===== src/rtl/regwrite_arbiter_pkg.sv =====
// Shared constants for the register-file write-back arbiter.
// Holds the default register-file geometry, the default requester count and
// the index of the hardwired-zero register.
package regwrite_arbiter_pkg;

    localparam int DEF_WIDTH   = 16;  // data width of one register
    localparam int DEF_REGBITS = 4;   // register address width
    localparam int DEF_NREQ    = 3;   // number of write-back requesters
    localparam int ZERO_REG    = 0;   // register that always reads zero

endpackage


===== src/rtl/regwrite_arbiter_rr_pick.sv =====
// Combinational round-robin picker.
// Ports:
//   req     in  N   request vector
//   ptr     in  PW  highest-priority index this cycle (must be < N)
//   gnt     out N   one-hot grant, zero when no request
//   gnt_idx out PW  binary index of the granted requester (0 when none)
//   any     out 1   at least one request present
module rr_pick #(
    parameter int N  = 3,
    parameter int PW = (N > 1) ? $clog2(N) : 1
) (
    input  logic [N-1:0]  req,
    input  logic [PW-1:0] ptr,
    output logic [N-1:0]  gnt,
    output logic [PW-1:0] gnt_idx,
    output logic          any
);

    // Walk N positions starting at ptr; the first request seen wins.
    always_comb begin
        int idx;
        idx     = 0;
        gnt     = '0;
        gnt_idx = '0;
        any     = 1'b0;
        for (int k = 0; k < N; k++) begin
            idx = int'(ptr) + k;
            if (idx >= N) idx = idx - N;
            if (!any && req[idx]) begin
                any      = 1'b1;
                gnt[idx] = 1'b1;
                gnt_idx  = PW'(idx);
            end
        end
    end

endmodule


===== src/rtl/regwrite_arbiter.sv =====
// Round-robin arbiter for the single write port of the register file.
// Grants one write-back requester per cycle, registers the winning write
// towards the file and tracks which registers have a write in flight.
// Ports:
//   clk, reset        clock, asynchronous active-high reset
//   req_valid/wa/wd   per-requester write requests (flattened vectors)
//   req_ready         one-hot accept, combinational from req_valid
//   regwrite/wa/wd    registered write towards the register file
//   pend              per-register write-in-flight scoreboard
module regwrite_arbiter
    import regwrite_arbiter_pkg::*;
#(
    parameter int WIDTH   = DEF_WIDTH,
    parameter int REGBITS = DEF_REGBITS,
    parameter int NREQ    = DEF_NREQ
) (
    input  logic                    clk,
    input  logic                    reset,
    input  logic [NREQ-1:0]         req_valid,
    input  logic [NREQ*REGBITS-1:0] req_wa,
    input  logic [NREQ*WIDTH-1:0]   req_wd,
    output logic [NREQ-1:0]         req_ready,
    output logic                    regwrite,
    output logic [REGBITS-1:0]      wa,
    output logic [WIDTH-1:0]        wd,
    output logic [(1<<REGBITS)-1:0] pend
);

    localparam int PW   = (NREQ > 1) ? $clog2(NREQ) : 1;
    localparam int NREG = 1 << REGBITS;

    logic [PW-1:0]      ptr_q, ptr_d;
    logic               rw_q, rw_d;
    logic [REGBITS-1:0] wa_q, wa_d;
    logic [WIDTH-1:0]   wd_q, wd_d;
    logic [NREG-1:0]    pend_q, pend_d;

    logic [PW-1:0]      gnt_idx;
    logic               any;
    logic [REGBITS-1:0] wa_g;
    logic [WIDTH-1:0]   wd_g;
    logic               wr_nz;

    rr_pick #(.N(NREQ), .PW(PW)) u_pick (
        .req     (req_valid),
        .ptr     (ptr_q),
        .gnt     (req_ready),
        .gnt_idx (gnt_idx),
        .any     (any)
    );

    // The write port is free every cycle, so any grant is a transfer.
    assign wa_g  = req_wa[int'(gnt_idx)*REGBITS +: REGBITS];
    assign wd_g  = req_wd[int'(gnt_idx)*WIDTH +: WIDTH];
    // Writes to the zero register are consumed but never reach the file.
    assign wr_nz = any && (wa_g != REGBITS'(ZERO_REG));

    always_comb begin
        ptr_d = ptr_q;
        rw_d  = wr_nz;
        wa_d  = wa_q;
        wd_d  = wd_q;
        if (any) begin
            ptr_d = (gnt_idx == PW'(NREQ-1)) ? '0 : gnt_idx + 1'b1;
            wa_d  = wa_g;
            wd_d  = wd_g;
        end
    end

    // Clear first, then set: a back-to-back write to the same register
    // keeps its pending bit high through the commit of the older write.
    always_comb begin
        pend_d = pend_q;
        if (rw_q)  pend_d[wa_q] = 1'b0;
        if (wr_nz) pend_d[wa_g] = 1'b1;
    end

    always_ff @(posedge clk or posedge reset) begin
        if (reset) begin
            ptr_q  <= '0;
            rw_q   <= 1'b0;
            wa_q   <= '0;
            wd_q   <= '0;
            pend_q <= '0;
        end else begin
            ptr_q  <= ptr_d;
            rw_q   <= rw_d;
            wa_q   <= wa_d;
            wd_q   <= wd_d;
            pend_q <= pend_d;
        end
    end

    assign regwrite = rw_q;
    assign wa       = wa_q;
    assign wd       = wd_q;
    assign pend     = pend_q;

endmodule

===== config.mk =====
export PLATFORM = sky130hd
export DESIGN_NAME = regwrite_arbiter
export DESIGN_NICKNAME = d
export VERILOG_FILES = /design/src/rtl/regwrite_arbiter_pkg.sv /design/src/rtl/regwrite_arbiter_rr_pick.sv /design/src/rtl/regwrite_arbiter.sv
export SDC_FILE = /design/constraint.sdc
export NUM_CORES = 1
export LEC_CHECK = 0
export ABC_CLOCK_PERIOD_IN_PS = 4100
export CAP_MARGIN = 10
export CORE_MARGIN = 2
export CORE_UTILIZATION = 45
export DETAILED_ROUTE_END_ITERATION = 6
export GPL_TIMING_DRIVEN = 0
export PLACE_DENSITY_LB_ADDON = 0.05
export SLEW_MARGIN = 20
export SYNTH_ARGS = -nofsm -noshare
export SYNTH_HDL_FRONTEND = slang
export SYNTH_HIERARCHICAL = 1
export SYNTH_SLANG_ARGS = --single-unit
export TNS_END_PERCENT = 30

===== constraint.sdc =====
create_clock -name clk -period 4.1 [get_ports clk]
set_input_delay 0.41 -clock clk [delete_from_list [all_inputs] [get_ports clk]]
set_output_delay 0.41 -clock clk [all_outputs]
set_load 0.01 [all_outputs]

# Word level (Yosys, flattened, before mapping)
# Index checks and enable logic that the tools add are counted.
[totals]
reg_bits = 39
latch_bits = 0
ram_bits = 0
romBits = 0
inputBits = 65
out_inout_bits = 40
wordCells = 77
memories = 0
[classes]
add_sub_neg = 6
n_mul = 0
div_mod_pow = 0
order_cmp = 13
eq_ne = 1
shifts = 2
muxes = 34
bitwise = 5
reduce_logical = 11
[ops]
columns = ["operator", "count"]
rows = [
  ["32-bit by 1-bit greater-or-equal comparator with 1-bit output, second input constant", 3],
  ["32-bit by 4-bit < comparator with 1-bit output, second input constant", 3],
  ["32-bit 2-to-1 mux", 3],
  ["32-bit by 3-bit greater-or-equal comparator with 1-bit output, second input constant", 2],
  ["32-bit by 3-bit subtractor with 32-bit output, second input constant", 2],
  ["48-bit by 7-bit variable part select with 16-bit output", 1],
  ["16-bit 2-to-1 mux", 2],
  ["16-bit AND", 1],
  ["16-bit NOT", 1],
  ["16-bit bitwise OR", 1],
  ["1-bit 2-to-1 mux", 14],
  ["12-bit by 5-bit variable part select with 4-bit output", 1],
  ["4-bit by 5-bit < comparator with 1-bit output, second input constant", 2],
  ["3-bit 2-to-1 mux", 3],
  ["1-bit demux with 4-bit select", 2],
  ["4-bit by 1-bit greater-or-equal comparator with 1-bit output, second input constant", 2],
  ["1-bit logical AND", 8],
  ["2-bit 2-to-1 mux", 4],
  ["1-bit binary-select mux with 2-bit select", 3],
  ["1-bit demux with 2-bit select", 3],
  ["3-bit bitwise OR", 2],
  ["4-bit nonzero test", 1],
  ["2-bit by 1-bit adder with 3-bit output, second input constant", 1],
  ["2-bit by 2-bit adder with 3-bit output, second input constant", 1],
  ["5 further kinds", 6],
]

# Logic depth before layout (Yosys ltp)
[logic_depth]
ltp_word = 19
ltp_mapped = 14
depth_no_buf = 10

# Modules after synthesis
# Netlist, hierarchy kept.
[by_module_without_submodules]
columns = ["module", "n_inst", "cells_each", "area_each_um2", "seq_area_each_um2"]
rows = [
  ["regwrite_arbiter", 1, 207, 2006.9, 975.9],
  ["rr_pick", 1, 52, 381.6, 0.0],
]

# Worst setup path before layout
# OpenSTA, ideal clock, no wires.
[synth_timing]
path_kind = "register to register"
start = "register ptr_q[0]"
end = "register rw_q (netlist: regwrite)"
setup_ns = 0.124
arrival_time_ns = 2.262
required_ns = 3.976
path_slack_ns = 1.714
stages_incl_launch_ff = 13
n_path_buf = 2
period_less_slack_ns = 2.386
path_cell_list = "dfrtp_1 inv_1 ha_1 buf_2 inv_1 o31ai_1 a21oi_1 nor2_1 buf_6 mux2i_4 a2bb2oi_2 nand2_2 o31a_1"
[synth_between]
elab_chain_len = 15
word_cells_on_any_way = 33
classes_between = "add/sub: 5; order compare: 3; shift: 1; mux: 18; reduce/logical: 6"
[synth_rtl]
columns = ["item", "line", "text"]
rows = [
  ["from (decl)", "regwrite_arbiter.sv:32", "logic [PW-1:0] ptr_q, ptr_d;"],
  ["from (signal assigned)", "regwrite_arbiter.sv:86", "ptr_q <= ptr_d;"],
  ["branches (longest 11 deep; another with 32-bit by 3-bit subtractor with 32-bit output)", "-", ""],
  ["2-bit 2-to-1 mux *", "regwrite_arbiter_rr_pick.sv:29", "if (!any && req[idx]) begin"],
  ["named net gnt_idx[1]", "regwrite_arbiter.sv:38", "logic [PW-1:0] gnt_idx;"],
  ["12-bit by 5-bit variable part select with 4-bit output *", "regwrite_arbiter.sv:53", "assign wa_g = req_wa[int'(gnt_idx)*REGBITS +: REGBITS];"],
  ["4-bit nonzero test *", "regwrite_arbiter.sv:56", "assign wr_nz = any && (wa_g != REGBITS'(ZERO_REG));"],
  ["1-bit logical AND *", "regwrite_arbiter.sv:56", ""],
  ["named net rw_d", "regwrite_arbiter.sv:33", "logic rw_q, rw_d;"],
  ["to (signal assigned)", "regwrite_arbiter.sv:87", "rw_q <= rw_d;"],
  ["to (decl)", "regwrite_arbiter.sv:33", ""],
]
# Mark *: on every way through the listed nets, which the timed path passes. The select of a mux whose other input is x is not followed.
# A chain may end at the register's enable or synchronous reset.

# Final worst setup path
[layout_timing]
start = "register ptr_q[0]"
end = "output req_ready[1]"
[layout_between]
elab_chain_len = 12
word_cells_on_any_way = 46
classes_between = "add/sub: 5; order compare: 9; mux: 23; bitwise: 2; reduce/logical: 7"
[layout_rtl]
columns = ["item", "line", "text"]
rows = [
  ["branches (longest 11 deep; another with 32-bit by 3-bit subtractor with 32-bit output)", "-", ""],
  ["3-bit 2-to-1 mux *", "regwrite_arbiter_rr_pick.sv:29", ""],
  ["to (decl)", "regwrite_arbiter.sv:22", "output logic [NREQ-1:0] req_ready,"],
]
# Every way passes the cells marked *. The select of a mux whose other input is x is not followed.

==> results.json <==
{
  "viasPerCell": 5.25,
  "num_antenna_cells": 0,
  "drive_gt1_frac": 0.102,
  "final-hold-violation-count": 0,
  "syn_nets": 328,
  "slew_headroom": 0.640,
  "r2r-start": "ptr_q[0]$_DFFE_PP0P_",
  "reg2reg_slack_ns": 1.38,
  "drc_errors": 0,
  "ys_ff_latch": 39,
  "slew_viol_final": 0,
  "post_drt_wl_per_cell_um": 14.4,
  "syn_area_sq_um": 2390,
  "final_util": 0.719,
  "initial_core_util": 0.468,
  "timing.rr.end": "wd[6]$_DFFE_PP0P_",
  "async_flop_share": 1.00,
  "finalPower_mw": 3.03,
  "p_clk_frac": 0.125,
  "drt_iter0_markers": 71,
  "wirelength_mm": 6.35,
  "worstPathRequired_ns": 3.69,
  "die_area_sq_um": 5910,
  "rsz0062_at_grt": "no",
  "powerDensity_nw_per_um2": 826,
  "fp.dieH_um": 76.9,
  "ys_seq_area_frac": 0.409,
  "antenna_found_initial": 0,
  "p_sw_mw": 1.25,
  "yosysWarnings": 6,
  "h-tree-depth": 2,
  "post-route-min-period_ns": 2.75,
  "rows": 26,
  "synth_ff_type": "dfrtp_1",
  "grt_pass1_vias": 2343,
  "layout_common_cells": "clkdlybuf4s50_1, nor2_1, a21oi_1, dfrtp_1, mux2i_1",
  "cts_resized": 0,
  "met2WireLength_mm": 3.18,
  "hpwl_mm": 4.97,
  "place.gp.congestion": 0.863,
  "holdWs_ns": 0.383,
  "grt_max_degree": 27,
  "area_growth_pct": 53.6,
  "die_w_um": 76.9,
  "mostFrequentLayoutCell": "clkdlybuf4s50_1",
  "clk_latency_ns": 0.29,
  "final-setup-viol-count": 0,
  "ant_nets": 0,
  "fin_crit_sh": 0.671,
  "combPwrFrac": 0.638,
  "post_cts_buffers": 0,
  "syn_avg_cell_area_sq_um": 9.22,
  "netSwitchingFraction": 0.412,
  "cts.sinks": 39,
  "grt_pass1_wl_mm": 11.0,
  "leakagePower_nw": 1.46,
  "setup_tns_ns": 0,
  "grt_overflow": 0,
  "crit_type": "flop to output pin",
  "max-vdd-ir-drop_uv": 405,
  "path_clk_slew_ns": 0.08,
  "dp_cells": 434,
  "synth_edf_count": 0,
  "io_pins": 105,
  "p_int_mw": 1.78,
  "postSynthCellCount": 259,
  "io_buffers": 104,
  "grt_util_all_layers": 0.231,
  "routed-wl-met3_um": 449,
  "root_buffer": "clkbuf_8",
  "maxCapViolCount": 0,
  "skew_ns": 0.00621,
  "pwr-share-seq": 0.237,
  "status": "finished clean",
  "reg2reg_depth": 14,
  "cts_inserted_buffers": 5,
  "vias": 2320,
  "cts_max_path_buffers": 2,
  "tightest_slew_ns": 0.540,
  "route.top_layer_used": "met4",
  "fmax_ghz": 0.364,
  "n_fill_cell": 430,
  "cp-start-kind": "flop",
  "hold_buffers": 0,
  "end_kind": "output pin",
  "synthDistinctLibCells": 49,
  "worstPathMaxFanout": 10,
  "critPathArrivalTime_ns": 2.34,
  "final_nets": 440,
  "cts_tree": "yes",
  "hold_path.class": "input port to asynchronous set/reset pin",
  "final_cell_count_no_fill": 442,
  "dr.pass1.iters": 4,
  "core-area_sq_um": 5110,
  "met1_length_mm": 2.64
}
==> stage by stage <==
stage | cell area [sq um] | setup WS [ns]
2_1_floorplan | 2390 | 1.71
3_3_place_gp | 3520 | 1.26
3_5_place_dp | 3540 | 1.21
4_1_cts | 3670 | 1.35
5_1_grt | 3670 | 1.14
6_report | 3670 | 1.35
==> synthesized netlist by cell type (3+ instances only) <==
cell type,n,share of area
a21oi_1,42,0.088
buf_2,3,0.0063
buf_6,4,0.019
clkbuf_1,5,0.0079
dfrtp_1,39,0.41
ha_1,4,0.021
inv_1,6,0.0094
mux2i_1,19,0.080
mux2i_4,3,0.028
nand2_1,10,0.016
nand2b_1,5,0.013
nand3_1,3,0.0063
nand3b_1,3,0.0094
nor2_1,43,0.068
o21ai_0,15,0.031
o21ai_1,16,0.034
==> power by group through the flow <==
stage               registers [mW]  clock network (mW)  logic (mW)
finish                       0.718               0.379        1.93
global route                 0.752               0.395        2.12
CTS                          0.718               0.381        1.95
detailed placement           0.720                   0        1.94
global placement             0.719                   0        1.89
floorplan                    0.787                   0        1.12
==> cells by family after synthesis <==
logic type,Yosys count,synth area share
compound gates,94,0.237
fa+ha+maj,4,0.0210
buf+inv,22,0.0608
flops,39,0.409
mux,25,0.123
simple gates,75,0.150
==> worst max-delay path by stage <==
stage | endpoint | slack, ns | startpoint | cells after the start
2_1_floorplan | regwrite$_DFF_PP0_ | 1.71 | ptr_q[0]$_DFFE_PP0P_ | 12
3_3_place_gp | wd[4]$_DFFE_PP0P_ | 1.26 | req_valid[1] | 12
3_5_place_dp | wd[6]$_DFFE_PP0P_ | 1.21 | req_valid[2] | 12
4_1_cts | req_ready[1] | 1.35 | ptr_q[0]$_DFFE_PP0P_ | 8
5_1_grt | wd[6]$_DFFE_PP0P_ | 1.14 | ptr_q[0]$_DFFE_PP0P_ | 14
6_report | req_ready[1] | 1.35 | ptr_q[0]$_DFFE_PP0P_ | 8
==> per-layer routing <==
metal | up-vias | GRT usage
met5 | - | 0
met3 | 7 | 0.0741
met1 | 1099 | 0.272
met4 | 0 | 0.0618
met2 | 76 | 0.403
li1 | 1138 | -
==> flip-flops by register name, summed over array words and instances, names as in the netlist <==
register	count
regwrite	1
ptr_q	2
wd	16
pend	16
wa	4
==> layout make-up <==
| class | instances | area (sq um) | share of cell area |
|---|---|---|---|
| flip-flops and latches | 39 | 976 | 0.266 |
| clock inverters | 2 | 60.1 | 0.0164 |
| inverters | 6 | 22.5 | 0.00614 |
| clock buffers | 6 | 72.6 | 0.0198 |
| multi-input cells | 198 | 1270 | 0.345 |
| repair buffers | 105 | 1060 | 0.289 |
| well taps | 70 | 87.6 | 0.0239 |
| plain buffers | 16 | 123 | 0.0334 |
==> critical path: stages, from the launching register on <==
cell,delay [ns]
dfrtp_1,0.39
inv_1,0.08
ha_1,0.27
buf_2,0.20
inv_1,0.10
a21oi_1,0.14
o211ai_1,0.13
a21oi_1,0.19
clkdlybuf4s50_1,0.55
(Power assumes the default switching activity.)
